===== src/rtl/opsum_drain_arb.sv =====
// opsum_drain_arb: round-robin drain of per-column opsum FIFOs into one tagged valid/ready stream
module opsum_drain_arb #(
  parameter int NUM_COL = 32,
  parameter int DATA_W  = 32,
  parameter int CNT_W   = 16,
  parameter int COL_W   = $clog2(NUM_COL)
) (
  input  logic                            clk,
  input  logic                            rst,
  input  logic                            start,
  input  logic [CNT_W-1:0]                expected_cnt,
  input  logic [NUM_COL-1:0]              opsum_fifo_empty,
  input  logic [NUM_COL-1:0][DATA_W-1:0]  opsum_pop_data,
  output logic [NUM_COL-1:0]              opsum_pop_en,
  output logic                            out_valid,
  input  logic                            out_ready,
  output logic [DATA_W-1:0]               out_data,
  output logic [COL_W-1:0]                out_col,
  output logic                            busy,
  output logic                            done
);
  typedef enum logic [1:0] {IDLE, DRAIN, FINISH} state_t;
  state_t r_state, w_next;
  logic [CNT_W-1:0] r_exp, r_iss, r_acc, w_acc_next;
  logic [COL_W-1:0] r_ptr, r_tag, w_cand;
  logic [1:0][DATA_W-1:0] r_buf_d;
  logic [1:0][COL_W-1:0] r_buf_c;
  logic [1:0] r_occ, w_load;
  logic r_inflight, w_has, w_pop, w_deq, w_wr;
  assign out_valid  = r_occ != 2'd0;
  assign out_data   = r_buf_d[0];
  assign out_col    = r_buf_c[0];
  assign w_deq      = out_valid && out_ready;
  assign w_acc_next = r_acc + CNT_W'(w_deq);
  assign w_load     = r_occ + 2'(r_inflight) - 2'(w_deq);
  assign w_wr       = 1'(r_occ - 2'(w_deq));
  assign w_pop      = r_state == DRAIN && w_has && r_iss < r_exp && w_load < 2'd2 && !rst;
  assign opsum_pop_en = w_pop ? (NUM_COL'(1) << w_cand) : '0;
  // first non-empty column after the last grant; later-scanned hits are overwritten by nearer ones
  always_comb begin
    w_has  = 1'b0;
    w_cand = r_ptr;
    for (int i = NUM_COL; i >= 1; i--)
      if (!opsum_fifo_empty[r_ptr + COL_W'(i)]) begin
        w_has  = 1'b1;
        w_cand = r_ptr + COL_W'(i);
      end
  end
  // tile sequencing: finish as soon as the final acceptance lands, so done follows it by one cycle
  always_comb begin
    w_next = r_state;
    w_next = (r_state == IDLE)  ? (start ? DRAIN : IDLE) :
             (r_state == DRAIN) ? ((w_acc_next == r_exp) ? FINISH : DRAIN) : IDLE;
    busy = r_state != IDLE;
    done = r_state == FINISH;
  end
  // state register
  always_ff @(posedge clk)
    r_state <= rst ? IDLE : w_next;
  // counters, arbiter pointer, in-flight tag and the 2-entry ordered output buffer
  always_ff @(posedge clk) begin
    if (rst) begin
      r_exp      <= '0;
      r_iss      <= '0;
      r_acc      <= '0;
      r_ptr      <= COL_W'(NUM_COL - 1);
      r_tag      <= '0;
      r_inflight <= 1'b0;
      r_occ      <= 2'd0;
      r_buf_d    <= '0;
      r_buf_c    <= '0;
    end else begin
      if (r_state == IDLE && start) begin
        r_exp <= expected_cnt;
        r_iss <= '0;
        r_acc <= '0;
      end else begin
        r_iss <= r_iss + CNT_W'(w_pop);
        r_acc <= w_acc_next;
      end
      r_inflight <= w_pop;
      if (w_pop) begin
        r_tag <= w_cand;
        r_ptr <= w_cand;
      end
      r_occ <= w_load;
      if (w_deq) begin
        r_buf_d[0] <= r_buf_d[1];
        r_buf_c[0] <= r_buf_c[1];
      end
      if (r_inflight) begin
        r_buf_d[w_wr] <= opsum_pop_data[r_tag];
        r_buf_c[w_wr] <= r_tag;
      end
    end
  end
endmodule


===== config.mk =====
export PLATFORM = sky130hd
export DESIGN_NAME = opsum_drain_arb
export DESIGN_NICKNAME = d
export VERILOG_FILES = /design/src/rtl/opsum_drain_arb.sv
export SDC_FILE = /design/constraint.sdc
export NUM_CORES = 1
export LEC_CHECK = 0
export BUFFER_PORTS_ARGS = -buffer_cell sky130_fd_sc_hd__buf_2
export CAP_MARGIN = 0
export CORE_AREA = 2 2 443 445
export CTS_CLUSTER_DIAMETER = 60
export DETAILED_ROUTE_END_ITERATION = 16
export DIE_AREA = 0 0 445 447
export MAX_ROUTING_LAYER = met4
export PLACE_DENSITY_LB_ADDON = 0.12
export SYNTH_ARGS = -nofsm -noshare
export SYNTH_HDL_FRONTEND = slang
export SYNTH_SLANG_ARGS = --single-unit
export TNS_END_PERCENT = 1

===== constraint.sdc =====
create_clock -name clk -period 9.51 [get_ports clk]
set_clock_uncertainty 0.2 [all_clocks]
set_input_delay 0.4755 -clock clk [delete_from_list [all_inputs] [get_ports clk]]
set_output_delay 0.4755 -clock clk [all_outputs]
set_load 0.05 [all_outputs]

# == After elaboration in Yosys (flattened, before gate mapping) ==
# Cells that the tools add are included.
# Widths: inputs -> output; s select.
# word_totals
elab_cells,247
regBits,137
output_inout_bits,72
# op_classes
n_shift,1
n_reduce_logical,12
addsub,36
n_lt_le_gt_ge,37
mux,146
n_eq_ne,3
# ops
op,count
$lt 5x6->1 const B,33
$mux 32,6
$mux 5,35
$bmux 1 s5,32
$bmux 32 s5,1
$add 5x5->5 const B,16
$mux 1,65
$bwmux 64,1
$add 5x4->5 const B,8
$add 16x1->16,2
$demux 32 s1,1
$shl 1x5->32 const A,1
$add 5x3->5 const B,4
$eq 16x16->1,1
$lt 16x16->1,1
$add 5x2->5 const B,2
$bwmux 10,1
$logic_and 1x1->1,7
$mux 2,3
$add 5x1->5 const B,1
$demux 5 s1,1
$reduce_bool 2->1,2
$add 2x1->2,1
$eq 2x1->1 const B,1
9 further kinds,9

# == Depth between registers and ports, before layout ==
# Gate-level depths: netlist of run 1.
# depth
ltp_word,39
ltp_mapped,26

# == Worst setup path before layout of run 1 ==
# OpenSTA, ideal clock, no wires.
# synth_timing
path_type,register to output
startpoint,register r_ptr[2]
endpoint,output port opsum_pop_en[17]
required_ns,8.835
arrival_time_ns,6.341
path_stages_with_launch,19
setup_slack_ns,2.493
path_cell_list,dfxtp_1 buf_2 inv_1 clkbuf_1 buf_1 ha_1 a21boi_1 xnor2_2 mux4_2 or2_1 and2_4 and3_1 nand4_1 nor4_1 a311o_1 buf_2 or3b_1 buf_2 nor4b_1
# synth_between
elab_chain_cells,39
word_cells_on_any_way,164
classes_between,add/sub (31); shift (1); mux (128); reduce/logical (4)
# synth_rtl
element,line_no,source
"start, declared",25,"logic [COL_W-1:0] r_ptr, r_tag, w_cand;"
"start signal, assigned",66,r_ptr <= COL_W'(NUM_COL - 1);
"start signal, assigned",84,r_ptr <= w_cand;
$add 5x5->5 / $bmux 1 s5 (equally long branches),"44, 46",
$bmux 1 s5 / $mux 1 (equally long branches),44,if (!opsum_fifo_empty[r_ptr + COL_W'(i)]) begin
$mux 1 (not written as such),44,
$mux 1 (31 in a row),44,
$logic_and 1x1->1 (4 in a row),37,assign w_pop = r_state == DRAIN && w_has && r_iss < r_exp && w_load < 2'd2 && !rst;
$mux 32 *,38,assign opsum_pop_en = w_pop ? (NUM_COL'(1) << w_cand) : '0;
"end, declared",14,"output logic [NUM_COL-1:0] opsum_pop_en,"
# Every way passes the cells marked *; elsewhere a longest branch is shown, timed or not. The select of a mux whose other input is x is not followed.

# == Final worst setup path of run 1 ==
# layout_timing
startpoint,register r_ptr[0]
endpoint,output port opsum_pop_en[29]
# The elaborated chain is that of the path after synthesis.

==> metrics.md, run 1 <==
| Metric | Value |
|---|---|
| Sequential Power Share | 7.7% |
| Synth top area cells | mux4_2 42%, dfxtp_1 13%, mux2i_1 6.3%, mux2_2 3.4%, nand2_1 2.7% |
| FP Rows | 162 |
| First-pass GRT wire length | 257.8 mm |
| Kind of critical path | flop to output port |
| Yosys top cell area share | 42.31% |
| Post-synthesis cell type count | 91 |
| Tcrit/Tclk final | 82.29% |
| Peak VDD IR | 0.0003507 V |
| CTS tree | yes |
| Synth warn | 0 |
| Clock Power Share | 6.6% |
| Critical Path End | opsum_pop_en[29] |
| Largest net degree at the start of global routing | 75 |
| Fill cells | 22130 |
| Async SR Flop Fraction | 0% |
| Syn_nets | 3070 |
| Setup TNS | 0 ns |
| # DRC | 0 |
| Vias in the first global route | 23550 |
| Delay-heaviest family, CP | simple AND/OR/NAND/NOR gates |
| Number of flops mapped to enable cells by yosys | 0 |
| Die width | 445 µm |
| Worst Setup Start Kind | flop |
| Vias per inst | 4.305 |
| ANT nets after route | 0 |
| Maxcap violations | 0 |
| Status | finished, final reports clean |
| Gate Count Post-Synth | 1960 |
| Setup-failing EPs final | 0 |
| Synthesis-to-layout area growth | 44.64% |
| Leakage power | 11.68 nW |
| Crit path time final | 7.826 ns |
| Critical-path top delay cell | xor2_2 |
| Critical path buffer and inverter count | 3 |
| GPL Wtd Cong | 0.9340 |
| Die Footprint | 0.1989 mm² |
| Final Cell Area | 0.03010 mm² |
| # IOs | 1148 |
| Hold WC Path Type | input port to flop |
| Post-CTS setup buffers | 0 |
| Worst hold slack | 0.05586 ns |
| CP Depth | 13 |
| Port bufs | 1147 |
| Switching Share | 60.31% |
| DR vias | 24120 |
| Worst-Skew Late Latency | 0.49 ns |
| DPL Wire Length | 179.7 mm |
| PostCTS Resize Cnt | 0 |
| Count leader, synth | mux4_2 |
| TritonRoute pass-1 iters | 6 |
| Starting Density | 10.72% |
| Layout Nets | 4082 |
| Clock Root Buffer | clkbuf_16 |
| Hold Fails Final Rpt | 0 |
| Max Freq | 127.8 MHz |
| Critical path arrival | 7.15 ns |
| Rel. slew slack | 15.69% |
| Top FF cell, synth | dfxtp_1 |
| Mapped cell area | 0.02081 mm² |
| Bufs on Longest Clock Path | 2 |
| Peak per-stage delay on the critical path | 0.88 ns |
| Share of cells above drive strength 1 | 58.26% |
| Synth Area per Inst | 10.62 µm² |
| Comb power frac | 85.7% |
| Clock sinks | 137 |
| Cell Chain, Critical Path | inv_1, ha_1, xor2_2, mux4_2, mux2i_1, nor3_1, nand4_1, nor4_2, a311o_1, buf_4, or3b_1, nor4b_1, buf_2 |
| RSZ-0062 raised after global routing | false |
| Iteration-0 DRC Markers | 2544 |
| Reg2Reg Setup Slack | 2.82 ns |
| Cts hold-fix bufs | 14 |
| Register bit total from synthesis | 137 |
| Power per cell area | 355.8 mW/mm² |
| Placed Area | 0.02919 mm² |
| Post-synth top cells | 391 x mux4_2, 151 x nand2_1, 142 x nor2_1 |
| R2R Path End | r_iss[15]$_SDFF_PP0_ |
| Switching pwr | 6.459 mW |
| Largest area contributor in the netlist | mux4_2 |
| Grt total ovfl | 0 |
| Worst-path maximum fanout | 20 |
| Final Max Slew Viols | 0 |
| Worst EP required | 8.83 ns |
| Clock transition at path regs | 0.08 ns |
| Die height | 447 µm |
| Core ar. | 0.1942 mm² |
| Cell count of the worst reg-to-reg path | 17 |
| Num CTS Buffers | 17 |
| Routed WL | 206.1 mm |
| Worst Tran Pin Value | 1.265 ns |
| Int Power | 4.251 mW |
| Sequential share of the synthesized area | 13.18% |
| Element type at the critical path end | output port |
| H-tree depth | 4 |
| Tot GR Track Use | 20.50% |
| Initial antenna violation count | 157 |
| Critical Path Start | r_ptr[0]$_SDFFE_PP1P_ |
| Routed len/inst | 36.78 µm |
| RR Startpoint | r_ptr[0]$_SDFFE_PP1P_ |
==> metal layers <==
| metal | part of all wire [%] | wire length [µm] | track usage (%) | vias to the layer above |
|---|---|---|---|---|
| met1 | 41 | 85370 | 25.73 | 12690 |
| li1 | - | - | - | 10030 |
| met4 | 1.9 | 3882 | 3.158 | 0 |
| met2 | 49 | 101000 | 34.09 | 1226 |
| met3 | 7.7 | 15860 | 4.636 | 174 |
| met5 | 0 | 0 | - | - |
==> power groups by stage <==
stage               Combinational (mW)  Sequential, mW  Clock [mW]
detailed placement                9.13           0.848           0
finish                            9.18           0.822       0.707
global route                      9.57           0.846       0.758
CTS                               9.17           0.835       0.745
global placement                  9.30           0.849           0
floorplan                         5.57           0.681           0
==> state kept, by name, summed over array words and instances (netlist names) <==
register	flops
r_tag	5
r_buf_c	5
out_col	5
r_iss	16
out_data	32
r_buf_d	32
r_ptr	5
r_state	2
r_exp	16
r_inflight	1
r_occ	2
r_acc	16
==> worst reg2reg max path: stages (launching register included) <==
cell and delay, ns:
dfxtp_2 0.71, inv_1 0.49, ha_1 0.52, xor2_2 0.88
mux4_2 0.65, mux2i_1 0.82, nor3_1 0.12, nand4_1 0.15
nor4_2 0.08, a311o_1 0.33, buf_4 0.21, nor2_1 0.27
ha_1 0.32, nand2_1 0.14, nor2_1 0.32, nand3_1 0.16
xor2_1 0.16, nor2_1 0.05
==> final cells by class <==
class | count | area [µm²] | area share (%)
flip-flops and latches | 137 | 2761 | 9.173
clock inverters | 14 | 152.6 | 0.5071
repair buffers | 1211 | 6284 | 20.87
multi-input cells | 1571 | 16970 | 56.38
well taps | 2542 | 3181 | 10.57
inverters | 34 | 130.1 | 0.4323
diodes | 77 | 192.7 | 0.6401
clock buffers | 18 | 429.2 | 1.426
==> cell usage in the layout (no fill, tap or decap), types with 34 or more instances in the layout <==
cell	netlist	final
buf_2	19	1146
mux2_2	62	62
buf_4	43	49
xnor2_1	46	44
mux2i_1	131	130
ha_1	34	34
o21ai_0	66	66
a211oi_1	53	53
dfxtp_1	137	130
a21oi_1	109	109
diode_2	0	77
nor2_1	142	140
nand2_1	151	149
mux4_2	391	391
==> worst min-delay path by stage <==
| stage | cells after the start | slack [ns] | to | start |
|---|---|---|---|---|
| floorplan | 2 | 0.24 | r_exp[14]$_SDFFE_PP0P_ | r_exp[14]$_SDFFE_PP0P_ |
| global placement | 2 | 0.25 | r_exp[5]$_SDFFE_PP0P_ | r_exp[5]$_SDFFE_PP0P_ |
| detailed placement | 2 | 0.25 | r_exp[5]$_SDFFE_PP0P_ | r_exp[5]$_SDFFE_PP0P_ |
| CTS | 3 | 0.005 | r_exp[3]$_SDFFE_PP0P_ | expected_cnt[3] |
| global route | 3 | 0.05 | r_exp[3]$_SDFFE_PP0P_ | expected_cnt[3] |
| finish | 3 | 0.06 | r_exp[3]$_SDFFE_PP0P_ | expected_cnt[3] |
==> cell families after synthesis <==
kind of cell             after synthesis  synth area share (%)
AO/OA/AOI/OAI                        373                 11.71
XOR/XNOR                              78                 3.391
adder cells (fa/ha/maj)               34                 2.044
buffers and inverters                252                 5.591
flip-flops                           137                 13.18
multiplexers                         585                 52.03
AND/OR/NAND/NOR                      501                 12.06
==> metrics by stage <==
step	utilization, %	instances	setup slack, ns	total power [mW]
6_report	15.50	5604	1.684	10.71
5_1_grt	15.48	5587	1.400	11.18
4_1_cts	15.40	5527	1.711	10.75
3_5_place_dp	15.03	5481	2.290	9.974
3_3_place_gp	15.03	5481	2.246	10.15
2_1_floorplan	-	1960	2.493	6.249
No activity file was read; power rests on OpenSTA's default activity.
==> run 2: changes to the inputs <==
--- a/config.mk
+++ b/config.mk
@@ -5,12 +5,13 @@
 export SDC_FILE = /design/constraint.sdc
 export NUM_CORES = 1
 export LEC_CHECK = 0
+export ABC_AREA = 1
 export BUFFER_PORTS_ARGS = -buffer_cell sky130_fd_sc_hd__buf_2
 export CAP_MARGIN = 0
-export CORE_AREA = 2 2 443 445
+export CORE_AREA = 2 2 446 448
 export CTS_CLUSTER_DIAMETER = 60
 export DETAILED_ROUTE_END_ITERATION = 16
-export DIE_AREA = 0 0 445 447
+export DIE_AREA = 0 0 448 450
 export MAX_ROUTING_LAYER = met4
 export PLACE_DENSITY_LB_ADDON = 0.12
 export SYNTH_ARGS = -nofsm -noshare
==> constraint.sdc (replaced) <==
create_clock -name clk -period 7.8 [get_ports clk]
set_clock_uncertainty 0.2 [all_clocks]
set_input_delay 0.39 -clock clk [delete_from_list [all_inputs] [get_ports clk]]
set_output_delay 0.39 -clock clk [all_outputs]
set_load 0.05 [all_outputs]
==> run 2 against run 1 <==
Net effect:
- worst setup slack got worse by 0.33 ns
- via count up 21%
- worst hold slack got worse by 0.021 ns
- design area fell by 7.3%
- sequential share of layout area rose by 0.71 points
- clock power increased by 7.6%
- critical path type unchanged
- wire length shrank 5.5%
- largest cell class unchanged
==> metrics.md, run 2 <==
| Metric | Value |
|---|---|
| Comb power frac | 85.4% (-0.3 points) |
| Layout Cells excl Fill | 7059 (+26%) |
| Share of cells above drive strength 1 | 30.21% (-28 points) |
| Leakage power | 12.15 nW (+4.0%) |
| Hold WC Path Type | input port to flop |
| Worst EP required | 7.21 ns (-1.62 ns) |
| PostCTS Resize Cnt | 0 (unchanged) |
| Sequential share of the synthesized area | 14.49% (+1.3 points) |
| Peak VDD IR | 0.0002507 V (-29%) |
| Largest net degree at the start of global routing | 140 (+87%) |
| Port bufs | 1147 (unchanged) |
| DPL Wire Length | 162.7 mm (-9.4%) |
| Critical path arrival | 5.85 ns (-1.30 ns) |
| Mapped cell area | 0.01893 mm² (-9.0%) |
| Worst Tran Pin Value | 1.116 ns (-0.1484 ns) |
| FP Rows | 163 (+0.62%) |
| Critical path buffer and inverter count | 4 (+1) |
| Die height | 450 µm (+0.67%) |
| Placed Area | 0.02716 mm² (-6.9%) |
| Final Max Slew Viols | 0 (unchanged) |
| Leading cell type in the layout, fill and taps excluded | buf_2 |
| CTS tree | yes |
| Hold Fails Final Rpt | 0 (unchanged) |
| Worst hold slack | 0.03477 ns (-0.02108 ns) |
| Count leader, synth | nor2_1 |
| Rel. slew slack | 24.80% (+9.1 points) |
| Synth top area cells | o21ai_0 17%, dfxtp_1 14%, nor2_1 14%, nand2_1 9.9%, o221ai_1 9.1% |
| Synth Area per Inst | 5.552 µm² (-48%) |
| Register bit total from synthesis | 137 (unchanged) |
| ANT nets after route | 0 (unchanged) |
| Layout Nets | 5426 (+33%) |
| DR vias | 29170 (+21%) |
| RSZ-0062 raised after global routing | false |
| Tot GR Track Use | 18.95% (-1.5 points) |
| Syn_nets | 4520 (+47%) |
| Iteration-0 DRC Markers | 2416 (-5.0%) |
| Worst-path maximum fanout | 17 (-15%) |
| Gate Count Post-Synth | 3410 (+74%) |
| Max Freq | 155.2 MHz |
| Tcrit/Tclk final | 82.61% |
| Switching pwr | 8.344 mW (+29%) |
| Setup-failing EPs final | 0 (unchanged) |
| Post-CTS setup buffers | 0 (unchanged) |
| Crit path time final | 6.444 ns |
| Synthesis-to-layout area growth | 47.40% |
| Synth warn | 0 (unchanged) |
| Die width | 448 µm (+0.67%) |
| Worst Setup Start Kind | flop |
| Worst-Skew Late Latency | 0.44 ns (-0.05 ns) |
| Delay-heaviest family, CP | simple AND/OR/NAND/NOR gates |
| Async SR Flop Fraction | 0% (unchanged) |
| Vias in the first global route | 28990 (+23%) |
| Number of flops mapped to enable cells by yosys | 0 (unchanged) |
| Bufs on Longest Clock Path | 2 (unchanged) |
| Core ar. | 0.1966 mm² (+1.2%) |
| Routed WL | 194.9 mm (-5.5%) |
| Starting Density | 9.629% (-1.1 points) |
| Initial antenna violation count | 109 (-31%) |
| Peak per-stage delay on the critical path | 0.68 ns (-0.20 ns) |
| Clock transition at path regs | 0.07 ns (about the same) |
| Die Footprint | 0.2016 mm² (+1.3%) |
| # IOs | 1148 (unchanged) |
| Num CTS Buffers | 17 (unchanged) |
| Kind of critical path | flop to output port |
| Status | finished, final reports clean |
| Critical-path top delay cell | dfxtp_1 |
| Fill cells | 23590 (+6.6%) |
| Clock Power Share | 6.2% (-0.4 points) |
| Grt total ovfl | 0 (unchanged) |
| TritonRoute pass-1 iters | 6 (unchanged) |
| Power per cell area | 440.3 mW/mm² (+24%) |
| Setup TNS | 0 ns (unchanged) |
| Vias per inst | 4.133 (-4.0%) |
| Clock Root Buffer | clkbuf_16 |
| # DRC | 0 (unchanged) |
| Sequential Power Share | 8.4% (+0.7 points) |
| Most frequent cells in the layout | 1147 x buf_2, 691 x nor2_1, 656 x o21ai_0 |
| Most frequent cell on the critical path | nand2_1 |
| Post-synthesis cell type count | 50 (-45%) |
| Cts hold-fix bufs | 0 (-14) |
| Routed len/inst | 27.61 µm (-25%) |
| Yosys top cell area share | 17.45% (-25 points) |
| First-pass GRT wire length | 255.5 mm (-0.88%) |
| Int Power | 3.941 mW (-7.3%) |
| Placed cell count | 6937 (+27%) |
| Utilization after layout | 14.19% (-1.3 points) |
| Post-synth top cells | 692 x nor2_1, 660 x o21ai_0, 497 x nand2_1 |
| Clock sinks | 137 (unchanged) |
| Switching Share | 67.92% (+7.6 points) |
| Top FF cell, synth | dfxtp_1 |
| H-tree depth | 4 (unchanged) |
| Final Cell Area | 0.02791 mm² (-7.3%) |
| Element type at the critical path end | output port |
| Largest area contributor in the netlist | o21ai_0 |
| Maxcap violations | 0 (unchanged) |
| GPL Wtd Cong | 0.9170 (-1.8%) |
-- run 2: cell count changes in the layout (fill, tap and decap cells not counted), sizes merged, moves of 110 or more --
cell,delta
nand2,+357
o21ai,+610
o221ai,+191
nand3,+225
nor2,+555
mux4,-391
mux2i,-132
inv,+110
-- run 2: cell type report --
type                    instances  area (µm²)  area share (%)
multi-input cells            2794       14160           50.73
flip-flops and latches        137        2759           9.887
diodes                         90       225.2          0.8071
well taps                    2640        3303           11.84
clock buffers                  21       440.4           1.578
inverters                     152       603.1           2.161
clock inverters                11       75.07          0.2690
repair buffers               1214        6344           22.73
-- run 2: worst register-to-register path: cells and delay by family, from the launching register on --
kind                       cells  cell delay (ns)
buffers and inverters          6             1.32
xor gates and xnor gates       1             0.16
adders and majority gates      2             0.53
and+or+nand+nor               16             2.52
AOI/OAI and AO/OA              2             0.50
DFF                            1             0.68
-- run 2: worst paths after layout --
kind         cells after the start                      to               startpoint  slack (ns)
max                             44        opsum_pop_en[22]    r_ptr[2]$_SDFFE_PP1P_        1.36
min                              3  r_exp[13]$_SDFFE_PP0P_         expected_cnt[13]        0.03
max reg2reg                     27    r_iss[14]$_SDFF_PP0_    r_ptr[2]$_SDFFE_PP1P_        1.75
min reg2reg                      2   out_col[4]$_SDFF_PP0_  r_buf_c[9]$_SDFFE_PP0P_        0.27
-- run 2: through the flow --
| stage | setup slack, ns | power [mW] |
|---|---|---|
| 4_1_cts | 1.263 | 12.71 |
| 6_report | 1.356 | 12.29 |
| 3_3_place_gp | 1.730 | 11.97 |
| 5_1_grt | 0.5257 | 13.45 |
| 3_5_place_dp | 1.762 | 11.90 |
| 2_1_floorplan | 2.140 | 6.935 |
-- run 2: per-layer routing --
metal | wire length [µm] | GRT usage [%] | share of wire, %
met1 | 78810 | 21.62 | 40
met5 | 0 | - | 0
met4 | 3504 | 3.025 | 1.8
met3 | 13810 | 4.597 | 7.1
met2 | 98760 | 33.73 | 51
-- run 2: logic make-up (layout without fill, tap and decap cells) --
logic type,Yosys count,count (layout),synth area share (%)
other cells,0,90,0
simple gates,1509,1509,32.56
xor+xnor,43,43,2.207
fa+ha+maj,34,34,2.247
buf+inv,479,1398,10.79
flops,137,137,14.49
compound gates,1208,1208,37.71
-- run 2: power by group through the flow --
stage | clock network [mW] | registers, mW | logic (mW)
after CTS | 0.796 | 1.05 | 10.9
after global routing | 0.823 | 1.06 | 11.6
after detailed placement | 0 | 1.06 | 10.8
after global placement | 0 | 1.06 | 10.9
final | 0.761 | 1.03 | 10.5
after floorplan | 0 | 0.842 | 6.09
